===== src/rtl/vrased_rst_pkg.sv =====
// Shared types and constants for the VRASED reset sequencer.
// Cause logging is compiled in only when VRASED_RST_LOG_EN is defined.
package vrased_rst_pkg;

   typedef enum logic [1:0] {
      ST_IDLE       = 2'd0,
      ST_HOLD       = 2'd1,
      ST_WAIT_FETCH = 2'd2
   } state_e;

   localparam int NVIOL            = 6;
   localparam int NCAUSE           = 7;
   localparam int CAUSE_XSTACK     = 0;
   localparam int CAUSE_AC         = 1;
   localparam int CAUSE_ATOMIC     = 2;
   localparam int CAUSE_DMA_AC     = 3;
   localparam int CAUSE_DMA_DETECT = 4;
   localparam int CAUSE_DMA_XSTACK = 5;
   localparam int CAUSE_TIMEOUT    = 6;

   // Counter width that never collapses to zero bits for tiny limits.
   function automatic int cnt_width(input int limit);
      return (limit > 2) ? $clog2(limit) : 1;
   endfunction

endpackage


===== src/rtl/vrased_rst_log.sv =====
// Sticky cause register and saturating episode counter for attestation reporting.
// Instantiated by vrased_rst_ctrl only under VRASED_RST_LOG_EN.
module vrased_rst_log
   import vrased_rst_pkg::*;
#(
   parameter int CNT_W = 8
) (
   input  logic              clk,
   input  logic              reset,
   input  logic              clr,
   input  logic [NCAUSE-1:0] set,
   input  logic              inc,
   output logic [NCAUSE-1:0] cause,
   output logic [CNT_W-1:0]  viol_cnt
);

   // A clear that coincides with an event restarts the log from that event.
   always_ff @(posedge clk) begin
      if (reset) begin
         cause    <= '0;
         viol_cnt <= '0;
      end else if (clr) begin
         cause    <= set;
         viol_cnt <= inc ? CNT_W'(1) : '0;
      end else begin
         cause <= cause | set;
         if (inc && (viol_cnt != {CNT_W{1'b1}}))
            viol_cnt <= viol_cnt + CNT_W'(1);
      end
   end

endmodule


===== src/rtl/vrased_rst_ctrl.sv =====
// Reset sequencer: combinational reset on any VRASED violation, minimum-width hold,
// then waits for a reset-handler fetch. Cause log present when VRASED_RST_LOG_EN is defined.
module vrased_rst_ctrl
   import vrased_rst_pkg::*;
#(
   parameter int          RST_CYCLES    = 16,
   parameter logic [15:0] RESET_HANDLER = 16'h0000,
   parameter int          ACK_TIMEOUT   = 64,
   parameter int          CNT_W         = 8
) (
   input  logic              clk,
   input  logic              reset,
   input  logic [NVIOL-1:0]  viol,
   input  logic [15:0]       pc,
   input  logic              clear_log,
   output logic              sys_rst,
   output logic              rst_done,
   output logic              busy,
   output logic [NCAUSE-1:0] cause,
   output logic [CNT_W-1:0]  viol_cnt
);

   localparam int HW = cnt_width(RST_CYCLES);
   localparam int WW = cnt_width(ACK_TIMEOUT);

   state_e          state, next;
   logic [HW-1:0]   hold_cnt;
   logic [WW-1:0]   wait_cnt;
   logic            rst_done_q;
   logic            any_viol, hold_done, wait_to, fetch, timeout;

   assign any_viol  = |viol;
   assign hold_done = (hold_cnt == '0);
   assign wait_to   = (wait_cnt == WW'(ACK_TIMEOUT - 1));
   assign fetch     = (pc == RESET_HANDLER);
   assign timeout   = (state == ST_WAIT_FETCH) && !any_viol && !fetch && wait_to;

   always_ff @(posedge clk) begin
      if (reset) begin
         state      <= ST_HOLD;
         rst_done_q <= 1'b0;
      end else begin
         state      <= next;
         rst_done_q <= (state == ST_WAIT_FETCH) && (next == ST_IDLE);
      end
   end

   always_comb begin
      next = state;
      case (state)
         ST_IDLE:       if (any_viol) next = ST_HOLD;
         ST_HOLD:       if (!any_viol && hold_done) next = ST_WAIT_FETCH;
         ST_WAIT_FETCH: begin
            if (any_viol)     next = ST_HOLD;
            else if (fetch)   next = ST_IDLE;
            else if (wait_to) next = ST_HOLD;
         end
         default:       next = ST_HOLD;
      endcase
   end

   always_comb begin
      sys_rst  = reset | any_viol | (state == ST_HOLD);
      busy     = (state != ST_IDLE);
      rst_done = rst_done_q;
   end

   // Both counters sit at their entry value outside their own state, so every entry starts fresh.
   always_ff @(posedge clk) begin
      if (reset) begin
         hold_cnt <= HW'(RST_CYCLES - 1);
         wait_cnt <= '0;
      end else begin
         if (state != ST_HOLD || any_viol) hold_cnt <= HW'(RST_CYCLES - 1);
         else if (!hold_done)              hold_cnt <= hold_cnt - HW'(1);
         if (state != ST_WAIT_FETCH)       wait_cnt <= '0;
         else if (!wait_to)                wait_cnt <= wait_cnt + WW'(1);
      end
   end

`ifdef VRASED_RST_LOG_EN
   logic [NCAUSE-1:0] log_set;
   logic              log_inc, log_clr;

   assign log_set = {timeout, viol};
   assign log_inc = any_viol && (state == ST_IDLE || state == ST_WAIT_FETCH);
   assign log_clr = (state == ST_IDLE) && clear_log;

   vrased_rst_log #(.CNT_W(CNT_W)) u_log (
      .clk      (clk),
      .reset    (reset),
      .clr      (log_clr),
      .set      (log_set),
      .inc      (log_inc),
      .cause    (cause),
      .viol_cnt (viol_cnt)
   );
`else
   logic unused_log;
   assign unused_log = clear_log ^ timeout;
   assign cause      = '0;
   assign viol_cnt   = '0;
`endif

endmodule


===== config.mk =====
export PLATFORM = sky130hd
export DESIGN_NAME = vrased_rst_ctrl
export DESIGN_NICKNAME = d
export VERILOG_FILES = /design/src/rtl/vrased_rst_pkg.sv /design/src/rtl/vrased_rst_log.sv /design/src/rtl/vrased_rst_ctrl.sv
export SDC_FILE = /design/constraint.sdc
export NUM_CORES = 1
export LEC_CHECK = 0
export BUFFER_PORTS_ARGS = -buffer_cell sky130_fd_sc_hd__buf_4
export CAP_MARGIN = 10
export CORE_ASPECT_RATIO = 0.9
export CORE_UTILIZATION = 29
export DETAILED_ROUTE_END_ITERATION = 16
export GPL_TIMING_DRIVEN = 0
export SYNTH_ARGS = -nofsm -noshare
export SYNTH_HDL_FRONTEND = slang
export SYNTH_SLANG_ARGS = --single-unit

===== constraint.sdc =====
create_clock -name clk -period 3.9 [get_ports clk]
set_clock_uncertainty 0.05 [all_clocks]
set_input_delay 0.39 -clock clk [delete_from_list [all_inputs] [get_ports clk]]
set_output_delay 0.39 -clock clk [all_outputs]
set_load 0.03 [all_outputs]

==> results of run 1 <==
-- placed cells by master (no fill, tap or decap), types with 3 or more instances in the layout --
cell type / Yosys / routed
sky130_fd_sc_hd__buf_4: 15 / 41
sky130_fd_sc_hd__conb_1: 1 / 15
sky130_fd_sc_hd__dfxtp_1: 13 / 13
sky130_fd_sc_hd__nor2_1: 8 / 8
sky130_fd_sc_hd__nand2_1: 7 / 7
sky130_fd_sc_hd__nor4_1: 5 / 5
sky130_fd_sc_hd__xnor2_1: 5 / 5
sky130_fd_sc_hd__o21ai_0: 4 / 4
sky130_fd_sc_hd__a21oi_1: 4 / 4
sky130_fd_sc_hd__nor3_1: 3 / 3
sky130_fd_sc_hd__ha_1: 3 / 3
sky130_fd_sc_hd__clkbuf_4: 0 / 3
-- cell families after synthesis --
group / Yosys count
AO/OA/AOI/OAI: 11
XOR/XNOR: 6
adder cells (fa/ha/maj): 3
buffers and inverters: 17
flip-flops: 13
multiplexers: 1
other: 1
AND/OR/NAND/NOR: 37
-- cell type report --
class,count,share of cell area
Multi-Input combinational cell,73,0.398
Sequential cell,13,0.246
Timing Repair Buffer,26,0.185
Buffer,15,0.107
Tap cell,28,0.0331
Clock buffer,4,0.0249
Inverter,2,0.00710
-- flip-flops by register name (all words and copies together) (netlist names) --
name and flops:
wait_cnt 6, hold_cnt 4, state 2, rst_done 1
-- metal layers --
metal / track usage / part of all wire
met1: 0.119 / 0.42
met2: 0.209 / 0.52
met3: 0.0464 / 0.060
met4: 0.0250 / 0
met5: 0 / 0
-- worst register-to-register path, cell delays in order, from the launching register on --
cell and delay [ns]:
sky130_fd_sc_hd__dfxtp_1 0.32, sky130_fd_sc_hd__inv_1 0.11, sky130_fd_sc_hd__ha_1 0.17, sky130_fd_sc_hd__or3b_2 0.49
sky130_fd_sc_hd__o21ai_0 0.19, sky130_fd_sc_hd__nand2_1 0.07
-- Yosys cell counts, drive strengths merged --
cell    instances
buf            15
dfxtp          13
nor2            8
nand2           7
nor4            5
o21ai           5
xnor2           5
a21oi           4
ha              3
nand3           3
nor3            3
inv             2
nand2b          2
nor3b           2
a31oi           1
a41oi           1
and3            1
conb            1
mux2i           1
nand3b          1
nand4           1
nand4b          1
or2             1
or3b            1
or4b            1
xor2            1
-- path summary, 6_finish.rpt --
check	slack [ns]	depth (start not counted)	to	start
setup / recovery	2.08	6	sys_rst	viol[1]
hold reg to reg	0.50	2	hold_cnt[1]	hold_cnt[1]
hold / removal	0.31	3	state[0]	reset
setup reg to reg	2.39	5	hold_cnt[1]	hold_cnt[0]
-- power by group --
group | internal [W] | switching, W
registers | 0.000133 | 0.0000000333
clock network | 0.0000396 | 0.0000426
logic | 0.0000255 | 0.0000251
-- through the flow --
step	instances	util	setup slack, ns
floorplan	103	-	2.35
global placement	157	0.421	2.11
detailed placement	157	0.421	2.07
CTS	161	0.432	2.07
global route	161	0.432	2.00
finish	161	0.432	2.08
==> results.txt, run 1 <==
----------------------------------------------------
[Critical path]
  CP bufs+invs ... 2
  Nature of the critical path endpoint ... output port
  Nature of the critical path startpoint ... input pin
  Critical path required time ... 3.46 ns
  Type of the setup path with the least slack ... input pin to output port
  Max stage delay cell, worst path ... sky130_fd_sc_hd__nor4_1
  Crit path DAT ... 1.38 ns
  Biggest cell delay along the critical path ... 0.36 ns
  List of cells traversed by the critical path ... buf_4 -> nor4_1 -> nand2_1 -> nor2_1 -> nand2_1 -> buf_4
  CP Max Fanout ... 2
  Cell family with the largest share of critical-path delay ... simple AND/OR/NAND/NOR gates

[Clock tree]
  Quantity of hold-fixing buffers added after cts ... 0
  Post-CTS Repair Setup Buffers ... 0
  Maximum buffer depth of the clock tree ... 2
  H-tree depth ... 1
  Number of buffers added by the clock tree synthesis step ... 3
  Total of cells resized after clock tree synthesis ... 0
  CTS tree ... done
  Clock slew seen by the registers of the worst setup and hold paths ... 0.08 ns
  Clock sink count ... 13
  CTS root buf ... sky130_fd_sc_hd__clkbuf_4
  Clock insertion delay at the later pin of the skew report ... 0.27 ns

[Timing]
  Setup Total Neg Slack ... 0 ns
  Unrepaired setup endpoints after global routing ... no
  Slew Viols, Final ... 0
  Final Setup Violations ... 0
  Worst-Margin Slew ... 0.517 ns
  Max transition margin ... 0.655
  Final min period ... 1.82 ns
  Final worst hold slack ... 0.307 ns
  Hold Fails Final Rpt ... 0
  Highest achievable clock rate ... 550 MHz
  Final period util ... 0.466

[Pwr]
  PD cells ... 251 nW/um^2
  Total design power ... 0.000265 W
  Worst vdd rail ir drop ... 0.181 mV
  Leakage power total ... 0.494 nW

[Synth]
  Post-synthesis compound-gate area fraction ... 0.0803
  Ranking of synthesized cells by area ... sky130_fd_sc_hd__dfxtp_1 (35%), sky130_fd_sc_hd__buf_4 (15%), sky130_fd_sc_hd__xnor2_1 (5.9%)
  Post-synthesis register bit count ... 13
  Xor-xnor portion of the synthesized cell area ... 0.0702
  Cell taking the most area after synthesis ... sky130_fd_sc_hd__dfxtp_1
  Post-Syn Area per Cell ... 8.41 um^2
  Dominant combinational cell family by area after synthesis ... simple AND/OR/NAND/NOR gates
  Number of library cell types mapped by synthesis ... 28
  Total number of yosys warnings ... 0
  Share of synthesized cell area in full adder, half adder and majority cells ... 0.0502
  Share of Yosys cell area claimed by the top area cell type ... 0.348
  Mapped Area ... 748 um^2
  Area fraction in and, or, nand and nor cells after synthesis ... 0.273
  Synthesized netlist cell count ... 89
  Share of synthesized area spent on multiplexers ... 0.0134
  Part of the Yosys area used for sequential elements ... 0.348

[GRT]
  Initial antenna violation count ... 0
  Wire length of the first global-routing pass ... 2440 um
  Largest net degree at the start of global routing ... 8
  Via count of the first global-routing pass ... 614
  Final global-route overflow total ... 0
  Total GRT Usage ... 0.112

[Route]
  Final routed DRC violation total ... 0
  Post-detailed-route count of antenna-violating nets ... 0
  Routed WL per cell ... 9.70 um
  First-pass iteration count of the detailed router ... 4
  Vias post-DR ... 699
  Via density ... 4.34
  DR iter-0 viols ... 10
  Detailed Route WL ... 1560 um

[Final layout]
  Final instance area ... 1060 um^2
  Number of fill cells ... 247
  Fin nets ... 162
  Fraction of layout instances using a drive strength above 1 ... 0.353
  Area of the multi-input gates ... 420 um^2
  Area taken by flip-flops and latches ... 260 um^2
  Number of inserted diodes ... 0
  Area growth, synth to finish ... 41.3%

[Worst hold path]
  Worst hold-check path type ... input pin to register

[Outcome]
  Status ... complete, no violations

[Placed design]
  Routability Congestion ... 0.695
  PortBufs ... 26
  Dpl cell area ... 1030 um^2
  Final HPWL DP ... 1320 um

[Die]
  Die outline width ... 55.5 um
  I/O pin cnt ... 43
  Area of the placeable core ... 2450 um^2
  Die Y ... 50.2 um
  Effective utilization at floorplan ... 0.306
  FP Rows ... 17
  Die area ... 2790 um^2

[Run]
  Count of maximum capacitance violations ... 0

----------------------------------------------------
Power figures use the tool's default switching activity.
==> inputs of run 2 (changes only) <==
--- a/config.mk
+++ b/config.mk
@@ -5,6 +5,7 @@
 export SDC_FILE = /design/constraint.sdc
 export NUM_CORES = 1
 export LEC_CHECK = 0
+export ABC_AREA = 1
 export BUFFER_PORTS_ARGS = -buffer_cell sky130_fd_sc_hd__buf_4
 export CAP_MARGIN = 10
 export CORE_ASPECT_RATIO = 0.9
==> constraint.sdc (replaced) <==
create_clock -name clk -period 1.8 [get_ports clk]
set_clock_uncertainty 0.05 [all_clocks]
set_input_delay 0.18 -clock clk [delete_from_list [all_inputs] [get_ports clk]]
set_output_delay 0.18 -clock clk [all_outputs]
set_load 0.03 [all_outputs]
==> results.txt, run 2 <==
----------------------------------------------------
[Outcome]
  Status ... complete, no violations

[Route]
  Detailed Route WL ... 1690 um (+8.1%)
  Final routed DRC violation total ... 0 (unchanged)
  Met2 wire len ... 870 um (+7.0%)
  Met3 Routed Length ... 83 um (-11%)
  Max Used Layer ... met4
  WL met1 ... 704 um (+7.6%)
  DR iter-0 viols ... 8 (-2)
  Vias post-DR ... 829 (+19%)
  Routed WL per cell ... 8.23 um (-15%)
  First-pass iteration count of the detailed router ... 2 (-2)
  Post-detailed-route count of antenna-violating nets ... 0 (unchanged)
  Via density ... 4.04 (-6.9%)

[Critical path]
  Type of the setup path with the least slack ... register to register
  Nature of the critical path endpoint ... register
  Crit path DAT ... 1.51 ns (+0.13 ns)
  Cell with the most instances on the worst path ... sky130_fd_sc_hd__nand2_1
  Reg-to-reg slack, setup ... 0.46 ns (-1.93 ns)
  Worst Reg2Reg Path Length in Cells ... 8 (+3)
  CP Depth ... 8 (+2)
  Beginning of the critical path ... hold_cnt[0]
  Nature of the critical path startpoint ... register
  Crit Reg-Reg Endpoint ... rst_done
  Biggest cell delay along the critical path ... 0.31 ns (-0.05 ns)
  Worst setup path endpoint ... rst_done
  Cell family with the largest share of critical-path delay ... simple AND/OR/NAND/NOR gates
  Critical path required time ... 1.97 ns (-1.49 ns)
  List of cells traversed by the critical path ... inv_1 -> ha_1 -> nand3_1 -> nor2_1 -> nand2_1 -> nand2_1 -> nand2_1 -> nor2_2
  CP bufs+invs ... 1 (-1)
  CP Max Fanout ... 4 (+2)
  Startpoint of the worst-slack reg-to-reg timing path ... hold_cnt[0]
  Max stage delay cell, worst path ... sky130_fd_sc_hd__dfxtp_1

[Final layout]
  Largest registers ... wait_cnt x6, hold_cnt x4, state x2
  Highest-count cells in the layout ignoring fill and taps ... sky130_fd_sc_hd__buf_4 (41), sky130_fd_sc_hd__nor2_1 (20), sky130_fd_sc_hd__nand2_1 (19)
  Fin nets ... 194 (+20%)
  Area growth, synth to finish ... 38.6%
  Largest Register ... wait_cnt
  Fraction of layout instances using a drive strength above 1 ... 0.345 (-0.00793)
  Number of flip-flops under the largest register name ... 6 (unchanged)
  Area taken by flip-flops and latches ... 260 um^2 (unchanged)
  Number of fill cells ... 311 (+26%)
  Number of inserted diodes ... 0 (unchanged)
  Area of the multi-input gates ... 462 um^2 (+9.8%)
  Most frequent standard cell in the layout excluding fill and tap cells ... sky130_fd_sc_hd__buf_4

[Clock tree]
  Quantity of hold-fixing buffers added after cts ... 0 (unchanged)
  Post-CTS Repair Setup Buffers ... 0 (unchanged)
  H-tree depth ... 1 (unchanged)
  Clock sink count ... 13 (unchanged)
  CTS tree ... done
  Number of buffers added by the clock tree synthesis step ... 3 (unchanged)
  Clock insertion delay at the later pin of the skew report ... 0.28 ns (about the same)
  Clock slew seen by the registers of the worst setup and hold paths ... 0.08 ns (about the same)
  CTS root buf ... sky130_fd_sc_hd__clkbuf_4
  Total of cells resized after clock tree synthesis ... 0 (unchanged)
  Maximum buffer depth of the clock tree ... 2 (unchanged)

[Pwr]
  PD cells ... 503 nW/um^2 (+100%)
  Worst vdd rail ir drop ... 0.276 mV (+52%)
  Power share of the sequential group ... 0.491 (-0.009)
  Total net switching power ... 0.000155 W (+130%)
  Gate power share ... 0.197 (+0.006)
  Clock Power Share ... 0.312 (+0.002)
  Total design power ... 0.000585 W (+120%)
  Internal portion of total power ... 0.000430 W (+120%)
  Switching power share of the total ... 0.265 (+0.00984)
  Leakage power total ... 0.606 nW (+23%)

[Placed design]
  PortBufs ... 26 (unchanged)
  Final HPWL DP ... 1440 um (+9.2%)
  Routability Congestion ... 0.716 (+3.0%)

[Die]
  Die outline width ... 58.7 um (+5.7%)
  Area of the placeable core ... 2750 um^2 (+12%)
  Die area ... 3110 um^2 (+12%)
  Effective utilization at floorplan ... 0.306 (-0.000327)
  FP Rows ... 18 (+1)
  Die Y ... 53.0 um (+5.7%)
  I/O pin cnt ... 43 (unchanged)

[GRT]
  Initial antenna violation count ... 0 (unchanged)
  Via count of the first global-routing pass ... 771 (+26%)
  Final global-route overflow total ... 0 (unchanged)
  Total GRT Usage ... 0.127 (+0.0141)
  Largest net degree at the start of global routing ... 8 (unchanged)
  Wire length of the first global-routing pass ... 2930 um (+20%)

[Synth]
  Commonest register cell after synthesis ... sky130_fd_sc_hd__dfxtp_1
  Ranking of synthesized cells by area ... sky130_fd_sc_hd__dfxtp_1 (31%), sky130_fd_sc_hd__buf_4 (13%), sky130_fd_sc_hd__nor2_1 (8.9%)
  Number of enable-type register cells in the synthesized netlist ... 0 (unchanged)
  Part of the Yosys area used for sequential elements ... 0.310 (-0.0378)
  Share of Yosys cell area claimed by the top area cell type ... 0.310 (-0.0378)
  Number of library cell types mapped by synthesis ... 22 (-21%)
  Mapped Area ... 840 um^2 (+12%)
  Most common cell in the netlist ... sky130_fd_sc_hd__nor2_1
  Post-synthesis register bit count ... 13 (unchanged)
  Synthesized netlist cell count ... 121 (+36%)
  Cell taking the most area after synthesis ... sky130_fd_sc_hd__dfxtp_1
  Post-Syn Area per Cell ... 6.94 um^2 (-17%)
  Most common library cells after synthesis ... sky130_fd_sc_hd__nor2_1 (20), sky130_fd_sc_hd__nand2_1 (19), sky130_fd_sc_hd__buf_4 (15)
  Total number of yosys warnings ... 0 (unchanged)
  Async set-or-reset flop fraction in the synthesized netlist ... 0 (unchanged)

[Worst hold path]
  Hold Path Cell Cnt ... 2 (-1)
  Worst hold-check path type ... input pin to register

[Timing]
  Final worst hold slack ... 0.0460 ns (-0.261 ns)
  Final min period ... 1.34 ns
  Unrepaired setup endpoints after global routing ... no
  Hold Fails Final Rpt ... 0 (unchanged)
  Slew Viols, Final ... 0 (unchanged)
  Highest achievable clock rate ... 746 MHz
  Final Setup Violations ... 0 (unchanged)
  Setup Total Neg Slack ... 0 ns (unchanged)
  Final period util ... 0.745

[Run]
  Count of maximum capacitance violations ... 0 (unchanged)

----------------------------------------------------
-- run 2: cell count changes after synthesis, moves of 3 or more --
| cell | previous run | this run |
|---|---|---|
| sky130_fd_sc_hd__xnor2_1 | 5 | 1 |
| sky130_fd_sc_hd__inv_1 | 2 | 12 |
| sky130_fd_sc_hd__nor4_1 | 5 | 0 |
| sky130_fd_sc_hd__nand3_1 | 2 | 9 |
| sky130_fd_sc_hd__nor2_1 | 8 | 20 |
| sky130_fd_sc_hd__nor3_1 | 3 | 0 |
| sky130_fd_sc_hd__nand3_2 | 1 | 4 |
| sky130_fd_sc_hd__nand2_1 | 7 | 19 |
-- run 2: worst min-delay path by stage --
| stage | startpoint | to | slack [ns] |
|---|---|---|---|
| detailed placement | reset | state[1] | 0.33 |
| CTS | reset | state[1] | 0.03 |
| global placement | reset | state[1] | 0.33 |
| global route | reset | state[1] | 0.03 |
| floorplan | reset | state[1] | 0.20 |
| finish | reset | state[1] | 0.05 |
-- run 2: cell families (layout without fill, tap and decap cells) --
family          Yosys count  after routing  synth area share
other cells               1             15           0.00447
xor+xnor                  3              3            0.0313
compound gates           13             13            0.0820
fa+ha+maj                 3              3            0.0447
flops                    13             13             0.310
simple gates             58             58             0.325
buf+inv                  30             60             0.203
-- run 2: routing by layer --
layer / vias up / GRT usage
li1: 440 / -
met1: 362 / 0.135
met2: 22 / 0.236
met3: 5 / 0.0367
met4: 0 / 0.0476
met5: - / 0
-- run 2: area by class of cell --
type | count | share of cell area
Inverter | 15 | 0.0495
Sequential cell | 13 | 0.224
Tap cell | 40 | 0.0430
Clock buffer | 4 | 0.0226
Buffer | 15 | 0.0968
Timing Repair Buffer | 26 | 0.168
Multi-Input combinational cell | 92 | 0.397
-- run 2: power groups by stage --
| stage | sequential [W] | clock, W | combinational [W] |
|---|---|---|---|
| floorplan | 0.000294 | 0 | 0.0000753 |
| global placement | 0.000294 | 0 | 0.000114 |
| detailed placement | 0.000294 | 0 | 0.000115 |
| CTS | 0.000287 | 0.000191 | 0.000115 |
| global route | 0.000288 | 0.000208 | 0.000125 |
| finish | 0.000287 | 0.000183 | 0.000115 |
-- run 2: stage by stage --
step            util  area, um^2  setup WS [ns]  instances
5_1_grt        0.423        1160          0.346        205
4_1_cts        0.423        1160          0.457        205
3_5_place_dp   0.414        1140          0.485        201
3_3_place_gp   0.414        1140          0.514        201
6_report       0.423        1160          0.459        205
2_1_floorplan      -         892          0.623        135
-- run 2: worst reg2reg max path, stage by stage (launching register included) --
cell,delay (ns)
sky130_fd_sc_hd__dfxtp_1,0.31
sky130_fd_sc_hd__inv_1,0.12
sky130_fd_sc_hd__ha_1,0.17
sky130_fd_sc_hd__nand3_1,0.15
sky130_fd_sc_hd__nor2_1,0.12
sky130_fd_sc_hd__nand2_1,0.11
sky130_fd_sc_hd__nand2_1,0.10
sky130_fd_sc_hd__nand2_1,0.07
sky130_fd_sc_hd__nor2_2,0.09
==> inputs of run 3 (changes only) <==
--- a/config.mk
+++ b/config.mk
@@ -5,7 +5,7 @@
 export SDC_FILE = /design/constraint.sdc
 export NUM_CORES = 1
 export LEC_CHECK = 0
-export ABC_AREA = 1
+export ABC_AREA = 0
 export BUFFER_PORTS_ARGS = -buffer_cell sky130_fd_sc_hd__buf_4
 export CAP_MARGIN = 10
 export CORE_ASPECT_RATIO = 0.9
==> constraint.sdc (replaced) <==
create_clock -name clk -period 1.25 [get_ports clk]
set_clock_uncertainty 0.05 [all_clocks]
set_input_delay 0.125 -clock clk [delete_from_list [all_inputs] [get_ports clk]]
set_output_delay 0.125 -clock clk [all_outputs]
set_load 0.03 [all_outputs]
==> results.txt, run 3 (synthesis gave the netlist of run 1 again) <==
----------------------------------------------------
[Outcome]
  Status ... finished with violations
  Violated checks ... setup timing

[Final layout]
  Fraction of layout instances using a drive strength above 1 ... 0.535 (+0.189)
  Highest-count cells in the layout ignoring fill and taps ... sky130_fd_sc_hd__buf_4 (51), sky130_fd_sc_hd__conb_1 (15), sky130_fd_sc_hd__nor2_1 (8)
  Largest Register ... wait_cnt
  Fin nets ... 173 (-11%)
  Most frequent standard cell in the layout excluding fill and tap cells ... sky130_fd_sc_hd__buf_4
  Number of inserted diodes ... 0 (unchanged)
  Area growth, synth to finish ... 65.7%
  Largest registers ... wait_cnt x6, hold_cnt x4, state x2
  Layout Cells excl Fill ... 172 (-16%)
  Number of flip-flops under the largest register name ... 6 (unchanged)

[Route]
  Vias post-DR ... 760 (-8.3%)
  Post-detailed-route count of antenna-violating nets ... 0 (unchanged)
  Detailed Route WL ... 1920 um (+14%)
  Via density ... 4.42 (+9.3%)
  First-pass iteration count of the detailed router ... 4 (+2)
  Final routed DRC violation total ... 0 (unchanged)
  Routed WL per cell ... 11.2 um (+36%)
  DR iter-0 viols ... 17 (+9)

[Worst hold path]
  Hold path start ... reset
  Hold Path Cell Cnt ... 3 (+1)
  Worst Hold Path EP ... state[0]
  Worst hold-check path type ... input pin to register

[GRT]
  Initial antenna violation count ... 0 (unchanged)
  Final global-route overflow total ... 0 (unchanged)
  Wire length of the first global-routing pass ... 3170 um (+8.3%)
  Total GRT Usage ... 0.149 (+0.0227)
  Largest net degree at the start of global routing ... 8 (unchanged)
  Via count of the first global-routing pass ... 738 (-4.3%)

[Critical path]
  CP Max Fanout ... 3 (-1)
  Critical path required time ... 1.38 ns (-0.59 ns)
  Crit path DAT ... 1.44 ns (-0.07 ns)
  Worst Reg2Reg Path Length in Cells ... 4 (-4)
  Crit Reg-Reg Endpoint ... wait_cnt[5]
  Reg-to-reg slack, setup ... -0.07 ns (-0.53 ns)
  Startpoint of the worst-slack reg-to-reg timing path ... wait_cnt[0]
  Nature of the critical path startpoint ... register
  Nature of the critical path endpoint ... register
  Type of the setup path with the least slack ... register to register

[Timing]
  Final Setup Violations ... 3 (+3)
  Worst Setup Slack, final ... -0.0661 ns (-0.525 ns)
  Final min period ... 1.32 ns (-0.0245 ns)
  Unrepaired setup endpoints after global routing ... yes
  Slew Viols, Final ... 0 (unchanged)
  Final period util ... 1.05 (+0.308)
  Highest achievable clock rate ... 760 MHz (+1.9%)
  Hold Fails Final Rpt ... 0 (unchanged)

[Pwr]
  PD cells ... 675 nW/um^2 (+34%)
  Leakage power total ... 0.573 nW (-5.5%)
  Worst vdd rail ir drop ... 0.521 mV (+89%)
  Total design power ... 0.000837 W (+43%)

[Die]
  Die outline width ... 55.5 um (-5.4%)
  I/O pin cnt ... 43 (unchanged)
  FP Rows ... 17 (-1)
  Die area ... 2790 um^2 (-11%)
  Effective utilization at floorplan ... 0.306 (+0.000327)
  Die Y ... 50.2 um (-5.4%)
  Area of the placeable core ... 2450 um^2 (-11%)

[Clock tree]
  Clock sink count ... 13 (unchanged)
  CTS root buf ... sky130_fd_sc_hd__clkbuf_4
  Number of buffers added by the clock tree synthesis step ... 3 (unchanged)
  H-tree depth ... 1 (unchanged)
  Maximum buffer depth of the clock tree ... 2 (unchanged)
  CTS tree ... done
  Clock insertion delay at the later pin of the skew report ... 0.29 ns (about the same)
  Clock slew seen by the registers of the worst setup and hold paths ... 0.08 ns (about the same)

[Placed design]
  Final HPWL DP ... 1370 um (-5.2%)
  Placed instance count ... 157 (-22%)
  Routability Congestion ... 0.776 (+8.4%)
  PortBufs ... 26 (unchanged)

[Run]
  Count of maximum capacitance violations ... 0 (unchanged)

----------------------------------------------------
==> run 3: cell types whose count changed in the layout (fill, tap and decap cells not counted), moves of 4 or more <==
cell                      delta
sky130_fd_sc_hd__nand3_1     -8
sky130_fd_sc_hd__nor4_1      +4
sky130_fd_sc_hd__inv_1      -12
sky130_fd_sc_hd__xnor2_1     +4
sky130_fd_sc_hd__nor2_1     -12
sky130_fd_sc_hd__dfxtp_2     +4
sky130_fd_sc_hd__dfxtp_4     +4
sky130_fd_sc_hd__nand2_1    -12
sky130_fd_sc_hd__dfxtp_1     -8
sky130_fd_sc_hd__buf_4      +10
==> run 3: report_power, final <==
group	internal (W)	switching, W
clock	0.000124	0.000142
sequential	0.000405	0.000000124
combinational	0.0000816	0.0000839
total	0.000611	0.000226
==> run 3: area by class of cell <==
class                      instances  area (um^2)
buffer                            15          113
clock buffer                       4         26.3
fill                             240         1210
inverter                           2         7.51
multi-input combinational         73          497
sequential                        13          280
tap                               28         35.0
timing repair buffer              37          282
==> run 3: how the worst max path moves through the flow <==
stage | startpoint | end | slack (ns) | cells past startpoint
after CTS | wait_cnt[1] | wait_cnt[5] | -0.04 | 4
after detailed placement | hold_cnt[1] | hold_cnt[0] | -0.16 | 5
after global routing | wait_cnt[0] | wait_cnt[5] | -0.11 | 4
final | wait_cnt[0] | wait_cnt[5] | -0.07 | 4
after floorplan | wait_cnt[0] | wait_cnt[5] | -0.07 | 4
after global placement | wait_cnt[0] | wait_cnt[5] | -0.12 | 4
==> run 3: layer usage <==
metal / track usage / share of wire
met1: 0.151 / 0.39
met2: 0.265 / 0.55
met5: 0 / 0
met4: 0.0792 / 0.028
met3: 0.0593 / 0.040
==> run 3: stage by stage <==
stage / instance area, um^2 / utilization / setup slack (ns) / hold slack [ns] / TNS, ns
after floorplan: 806 / - / -0.0739 / 0.190 / -0.0739
after global placement: 1040 / 0.424 / -0.122 / 0.309 / -0.595
after detailed placement: 1040 / 0.424 / -0.157 / 0.306 / -0.783
after CTS: 1190 / 0.488 / -0.0378 / 0.0131 / -0.0908
after global routing: 1240 / 0.507 / -0.108 / 0.0434 / -0.268
final: 1240 / 0.507 / -0.0661 / 0.0370 / -0.123
==> run 3: timing repair <==
action	CTS	global route
resized for setup	21	8
gates cloned	0	0
buffers inserted	9	2
setup endpoints to repair	11	6
pin swaps	3	5
hold buffers	0	0
==> run 3: critical path, cell delays in order (launching register included) <==
cell and delay (ns):
sky130_fd_sc_hd__dfxtp_4 0.37, sky130_fd_sc_hd__ha_4 0.16, sky130_fd_sc_hd__or4b_4 0.51, sky130_fd_sc_hd__o21ai_2 0.07
sky130_fd_sc_hd__nor2_1 0.05
